File: config.mk
export PLATFORM = sky130hd
export DESIGN_NAME = vliw_scoreboard_flat
export DESIGN_NICKNAME = d
export VERILOG_FILES = /design/src/rtl/vliw_scoreboard_if.sv /design/src/rtl/vliw_scoreboard.sv /design/src/flat_wrapper.sv
export SDC_FILE = /design/constraint.sdc
export NUM_CORES = 1
export LEC_CHECK = 0
export CORE_MARGIN = 2
export CORE_UTILIZATION = 58
export DETAILED_ROUTE_END_ITERATION = 6
export GPL_ROUTABILITY_DRIVEN = 0
export PLACE_DENSITY = 0.86
export SETUP_SLACK_MARGIN = 0.02
export SYNTH_ARGS = -nofsm -noshare
export SYNTH_HDL_FRONTEND = slang
export SYNTH_SLANG_ARGS = --single-unit
File: constraint.sdc
create_clock -name clk -period 9.25 [get_ports clk]
set_input_delay 1.85 -clock clk [delete_from_list [all_inputs] [get_ports clk]]
set_output_delay 1.85 -clock clk [all_outputs]
set_load 0.02 [all_outputs]
File: src/rtl/vliw_scoreboard_if.sv
// Issue-stage bundle interface between decode and the VLIW register scoreboard.
// master = decode side driving a bundle, slave = scoreboard answering with stall/fire status.
interface vliw_scoreboard_if #(
  parameter int NUM_SLOTS = 2,
  parameter int REG_AW    = 3,
  parameter int LAT_W     = 3,
  parameter int CNT_W     = 16
);
  logic [NUM_SLOTS-1:0]        issue_valid;
  logic [NUM_SLOTS*REG_AW-1:0] src_a;
  logic [NUM_SLOTS*REG_AW-1:0] src_b;
  logic [NUM_SLOTS*2-1:0]      src_re;
  logic [NUM_SLOTS*REG_AW-1:0] dst;
  logic [NUM_SLOTS-1:0]        dst_we;
  logic [NUM_SLOTS*LAT_W-1:0]  dst_lat;
  logic                        flush;
  logic                        stall;
  logic                        issue_fire;
  logic [2**REG_AW-1:0]        busy;
  logic                        err_dual_wr;
  logic [CNT_W-1:0]            stall_cnt;

  modport master (
    output issue_valid, src_a, src_b, src_re, dst, dst_we, dst_lat, flush,
    input  stall, issue_fire, busy, err_dual_wr, stall_cnt
  );

  modport slave (
    input  issue_valid, src_a, src_b, src_re, dst, dst_we, dst_lat, flush,
    output stall, issue_fire, busy, err_dual_wr, stall_cnt
  );
endinterface

File: src/rtl/vliw_scoreboard.sv
// N-slot VLIW register scoreboard: per-register latency countdown, RAW/WAW bundle stall,
// sticky same-bundle dual-write flag. Define SCOREBOARD_BYPASS_EN to treat cnt==1 sources as ready.
module vliw_scoreboard #(
  parameter int NUM_SLOTS = 2,
  parameter int REG_AW    = 3,
  parameter int LAT_W     = 3,
  parameter int CNT_W     = 16
) (
  input  logic              clk,
  input  logic              reset,
  vliw_scoreboard_if.slave  sb
);
  localparam int NUM_REGS = 2**REG_AW;

`ifdef SCOREBOARD_BYPASS_EN
  // Result is forwarded the cycle after cnt reaches 1, so that source is already usable.
  localparam logic [LAT_W-1:0] THR = LAT_W'(1);
`else
  localparam logic [LAT_W-1:0] THR = '0;
`endif

  logic [LAT_W-1:0]     cnt_q [NUM_REGS];
  logic [LAT_W-1:0]     cnt_d [NUM_REGS];
  logic [CNT_W-1:0]     stall_cnt_q, stall_cnt_d;
  logic                 err_q, err_d;

  logic [LAT_W-1:0]     eff_lat [NUM_SLOTS];
  logic [NUM_SLOTS-1:0] wr_en;
  logic [NUM_SLOTS-1:0] raw, waw;
  logic                 dup_wr;
  logic                 stall, fire;
  logic [NUM_REGS-1:0]  busy;

  assign wr_en = sb.issue_valid & sb.dst_we;

  always_comb begin
    for (int s = 0; s < NUM_SLOTS; s++) begin
      eff_lat[s] = (sb.dst_lat[s*LAT_W +: LAT_W] == '0) ? LAT_W'(1)
                                                         : sb.dst_lat[s*LAT_W +: LAT_W];
    end
  end

  // All hazard checks look at pre-bundle counters, so intra-bundle forwarding is never a hazard.
  always_comb begin
    // NOTE: every signal driven here gets a default first so no path leaves it unassigned (no latch).
    raw    = '0;
    waw    = '0;
    dup_wr = 1'b0;
    for (int s = 0; s < NUM_SLOTS; s++) begin
      raw[s] = sb.issue_valid[s] &
               ((sb.src_re[2*s]   & (cnt_q[sb.src_a[s*REG_AW +: REG_AW]] > THR)) |
                (sb.src_re[2*s+1] & (cnt_q[sb.src_b[s*REG_AW +: REG_AW]] > THR)));
      waw[s] = wr_en[s] & (cnt_q[sb.dst[s*REG_AW +: REG_AW]] > eff_lat[s]);
      for (int t = 0; t < s; t++) begin
        if (wr_en[s] && wr_en[t] &&
            (sb.dst[s*REG_AW +: REG_AW] == sb.dst[t*REG_AW +: REG_AW])) begin
          dup_wr = 1'b1;
        end
      end
    end
  end

  assign stall = |(raw | waw);
  assign fire  = (|sb.issue_valid) & ~stall & ~sb.flush;

  always_comb begin
    for (int r = 0; r < NUM_REGS; r++) begin
      cnt_d[r] = (cnt_q[r] != '0) ? cnt_q[r] - LAT_W'(1) : '0;
    end
    // Ascending slot order lets the highest writing slot win a shared destination.
    if (fire) begin
      for (int s = 0; s < NUM_SLOTS; s++) begin
        if (wr_en[s]) cnt_d[sb.dst[s*REG_AW +: REG_AW]] = eff_lat[s];
      end
    end
  end

  assign stall_cnt_d = (stall && (stall_cnt_q != '1)) ? stall_cnt_q + CNT_W'(1) : stall_cnt_q;
  assign err_d       = err_q | (fire & dup_wr);

  always_ff @(posedge clk or negedge reset) begin
    if (!reset) begin
      // NOTE: the counter array is architectural state that must read as idle after reset,
      // so unlike a data RAM every entry is cleared here.
      for (int r = 0; r < NUM_REGS; r++) cnt_q[r] <= '0;
      stall_cnt_q <= '0;
      err_q       <= 1'b0;
    end else begin
      // NOTE: non-blocking assignments so every register samples the same pre-edge values.
      for (int r = 0; r < NUM_REGS; r++) cnt_q[r] <= cnt_d[r];
      stall_cnt_q <= stall_cnt_d;
      err_q       <= err_d;
    end
  end

  always_comb begin
    busy = '0;
    for (int r = 0; r < NUM_REGS; r++) busy[r] = |cnt_q[r];
  end

  assign sb.stall       = stall;
  assign sb.issue_fire  = fire;
  assign sb.busy        = busy;
  assign sb.err_dual_wr = err_q;
  assign sb.stall_cnt   = stall_cnt_q;
endmodule

File: src/flat_wrapper.sv
// flat-port wrapper written by rule: the top's interface ports become plain ports
module vliw_scoreboard_flat 
#(
  parameter int NUM_SLOTS = 2,
  parameter int REG_AW    = 3,
  parameter int LAT_W     = 3,
  parameter int CNT_W     = 16
)
  (clk, reset, sb_issue_valid, sb_src_a, sb_src_b, sb_src_re, sb_dst, sb_dst_we, sb_dst_lat, sb_flush, sb_stall, sb_issue_fire, sb_busy, sb_err_dual_wr, sb_stall_cnt);
  vliw_scoreboard_if #(.NUM_SLOTS(NUM_SLOTS), .REG_AW(REG_AW), .LAT_W(LAT_W), .CNT_W(CNT_W)) sb_i ();
  input  logic clk;
  input  logic reset;
  input wire logic [$bits(sb_i.issue_valid)-1:0] sb_issue_valid;
  input wire logic [$bits(sb_i.src_a)-1:0] sb_src_a;
  input wire logic [$bits(sb_i.src_b)-1:0] sb_src_b;
  input wire logic [$bits(sb_i.src_re)-1:0] sb_src_re;
  input wire logic [$bits(sb_i.dst)-1:0] sb_dst;
  input wire logic [$bits(sb_i.dst_we)-1:0] sb_dst_we;
  input wire logic [$bits(sb_i.dst_lat)-1:0] sb_dst_lat;
  input wire logic [$bits(sb_i.flush)-1:0] sb_flush;
  output wire logic [$bits(sb_i.stall)-1:0] sb_stall;
  output wire logic [$bits(sb_i.issue_fire)-1:0] sb_issue_fire;
  output wire logic [$bits(sb_i.busy)-1:0] sb_busy;
  output wire logic [$bits(sb_i.err_dual_wr)-1:0] sb_err_dual_wr;
  output wire logic [$bits(sb_i.stall_cnt)-1:0] sb_stall_cnt;
  assign sb_i.issue_valid = sb_issue_valid;
  assign sb_i.src_a = sb_src_a;
  assign sb_i.src_b = sb_src_b;
  assign sb_i.src_re = sb_src_re;
  assign sb_i.dst = sb_dst;
  assign sb_i.dst_we = sb_dst_we;
  assign sb_i.dst_lat = sb_dst_lat;
  assign sb_i.flush = sb_flush;
  assign sb_stall = sb_i.stall;
  assign sb_issue_fire = sb_i.issue_fire;
  assign sb_busy = sb_i.busy;
  assign sb_err_dual_wr = sb_i.err_dual_wr;
  assign sb_stall_cnt = sb_i.stall_cnt;
  vliw_scoreboard #(.NUM_SLOTS(NUM_SLOTS), .REG_AW(REG_AW), .LAT_W(LAT_W), .CNT_W(CNT_W)) u_core (.clk(clk), .reset(reset), .sb(sb_i));
endmodule
==> flow_summary.ini <==
[floorplan]
initial_core_util_pct = 60.65
die_w_um = 82.92
num_io_pins = 62
dieArea_sq_um = 6875
core-area_sq_um = 5956
die_h_um = 82.92
rows = 28

[clock_network]
post-cts-setup-buffers = 0
cts_tree = built
cts-buffers-inserted = 5
ctsResizeCount = 0
hold_buffers = 0
clk_pin_slew_ns = 0.09
cts-root-buf = clkbuf_8
clock_latency_ns = 0.30
clk_path_buf_depth = 2
cts.sinks = 41
h-tree-depth = 2

[worst_setup_path]
critical_path_class = in2out
start_kind = primary input
worstPathRequired_ns = 7.40
cp-end-kind = output port
rr_worst_depth = 14
cp_max_fo = 17
arrival_ns = 6.17

[logic_synthesis]
ys_ff_latch = 41
syn_inst = 414
yosys_warnings = 0
yosysSeqAreaShare_pct = 28.40
syn_nets = 472
synth_cell_type_count = 53
avgSynthCellArea_sq_um = 8.725
syn-cell-area_sq_um = 3612

[finish]
fin_nets = 520
layout-drive-gt1-share_pct = 9.740
diodes = 0
postLayoutCoreUtil_pct = 71.97
area_delta_synth_final_pct = 18.67
fillCellCount = 484
multi_input_area_sq_um = 2341
regArea_sq_um = 1026

[power]
pwr-share-comb_pct = 51.2
p_leak_nw = 1.804
p_int_mw = 0.4630
power_switching_mw = 0.3515
p_sw_share_pct = 43.16
clkPwrFrac_pct = 14.7
power_frac_seq_pct = 34.2
power_density_nw_per_um2 = 190.0
ir_worst_vdd_mv = 0.1817

[detailed_routing]
drc = 0
wl_per_cell_um = 19.06
num_vias = 3561
ant_nets = 0
wirelength_mm = 10.23
drt-initial-drc-count = 424
post_drt_via_cell_ratio = 6.631
dr.pass1.iters = 5

[timing]
finalSetupViolCount = 0
relSlewSlack_pct = 26.80
max_freq_mhz = 124.8
worst_pin_slew_ns = 1.096
min_period_over_period_pct = 86.66
hold_violations = 0
slew_viol_final = 0
layout_setup_ws_ns = 1.234
period_needed_ns = 8.016
rsz0062_at_grt = false
fin_worst_skew_ns = 0.01194
setup-tns-final_ns = 0

[min_path]
min_path_cells = 1
worstHoldPathType = reg2reg

[outcome]
status = completed

[grt]
grt_max_degree = 42
track_usage_pct = 29.80
grt_pass1_wl_mm = 16.75
first_global_vias = 3395
antenna_found_initial = 0
grt_overflow = 0

[place]
hpwl_mm = 7.503
port_buffers = 61
place_ws_ns = 1.377

[job]
drv_cap = 0
==> layout by cell type (no fill, tap or decap), types with 9 or more instances in the layout <==
cell type        netlist  routed
clkdlybuf4s50_1        0      60
xnor2_1               11      11
o21ai_0                9       9
a2bb2oi_1             10      10
ha_1                  23      23
nand3_1               22      22
nor2_1                31      31
dfrtp_1               41      41
o22ai_1               15      15
nand2_1               31      31
a21oi_1               21      21
mux2i_1               10      10
and3_1                11      11
inv_1                 32      32
a22oi_1               15      15
==> power by group through the flow <==
stage	logic, mW	registers (mW)	clock network [mW]
after floorplan	0.265	0.274	0
after global placement	0.399	0.277	0
after detailed placement	0.412	0.277	0
after CTS	0.415	0.275	0.118
after global routing	0.452	0.282	0.128
final	0.417	0.278	0.119
==> synthesized netlist by cell type, drive strengths merged <==
master,n,area (sq um)
a2111oi,1,8.760
a211oi,9,82.58
a21oi,21,105.1
a22o,3,26.28
a22oi,15,112.6
a2bb2oi,10,87.58
a311o,1,10.01
a311oi,2,17.52
a41o,1,10.01
and2,8,50.05
and3,11,68.82
and4,2,17.52
buf,10,76.31
clkbuf,12,45.04
dfrtp,41,1026
ha,23,287.8
inv,33,123.9
mux2,8,90.09
mux2i,10,100.1
mux4,7,165.2
nand2,31,116.4
nand2b,5,31.28
nand3,22,110.1
nand3b,2,15.01
nand4,6,37.54
nand4b,1,8.760
nor2,31,116.4
nor2b,6,37.54
nor3,14,121.4
nor3b,1,7.510
nor4,3,18.77
nor4b,1,8.760
o211ai,1,7.510
o21ai,9,45.04
o21bai,3,22.52
o22a,4,35.03
o22ai,19,143.9
o311ai,2,17.52
o32ai,4,35.03
or2,7,43.80
or2b,1,7.510
xnor2,11,96.34
xor2,2,17.52
==> state kept, by name, summed over array words and instances (netlist names) <==
register               cells
u_core.cnt_q              24
u_core.sb.err_dual_wr      1
u_core.sb.stall_cnt       16
==> kinds of logic (layout without fill, tap and decap cells) <==
kind of cell	Yosys count	after routing	synth area share, %
AND/OR/NAND/NOR	152	152	22.62
AO/OA/AOI/OAI	105	105	21.23
adder cells (fa/ha/maj)	23	23	7.967
multiplexers	25	25	9.837
flip-flops	41	41	28.40
XOR/XNOR	13	13	3.152
buffers and inverters	55	103	6.789
==> critical path: stages <==
cell and delay, ns:
clkdlybuf4s50_1 0.97, mux2i_1 0.34, nor2_1 0.08, a311oi_1 0.30, a21oi_1 0.07, nor2_1 0.17
ha_1 0.15, nand2b_1 0.10, a211oi_1 0.08, a22oi_1 0.19, nand4_1 0.12, a311o_1 0.29
or2_1 0.48, inv_2 0.31, clkdlybuf4s50_1 0.65
==> metrics by stage <==
stage,power (mW),std cells,area (sq um),hold slack [ns]
2_1_floorplan,0.5386,414,3612,0.5339
3_3_place_gp,0.6762,530,4205,0.4796
3_5_place_dp,0.6892,530,4205,0.4688
4_1_cts,0.8083,537,4287,0.4875
5_1_grt,0.8627,537,4287,0.5149
6_report,0.8145,537,4287,0.4801
==> per-layer routing <==
layer | wire length [um] | track usage [%] | vias up
li1 | - | - | 1616
met2 | 4595 | 46.99 | 217
met4 | 354 | 10.28 | 0
met1 | 4243 | 39.71 | 1691
met3 | 1039 | 7.952 | 37
met5 | 0 | 0 | -
==> cell type report <==
cell class | instances | share of cell area (%)
clock buffer | 6 | 1.693
clock inverter | 1 | 0.2043
inverter | 33 | 2.890
multi-input combinational | 318 | 54.61
sequential | 41 | 23.93
tap | 75 | 2.189
timing repair buffer | 63 | 14.48
==> final timing paths <==
path / endpoint / slack [ns] / from
hold reg to reg: u_core.sb.err_dual_wr / 0.48 / u_core.sb.err_dual_wr
hold / removal: u_core.sb.err_dual_wr / 0.48 / u_core.sb.err_dual_wr
max in group asynchronous: u_core.sb.stall_cnt[11] / 7.02 / reset
setup reg to reg: u_core.sb.err_dual_wr / 5.80 / u_core.cnt_q[14]
setup / recovery: sb_issue_fire / 1.23 / sb_dst[5]
min in group asynchronous: u_core.cnt_q[18] / 1.66 / reset
No activity file was read; power rests on OpenSTA's default activity.
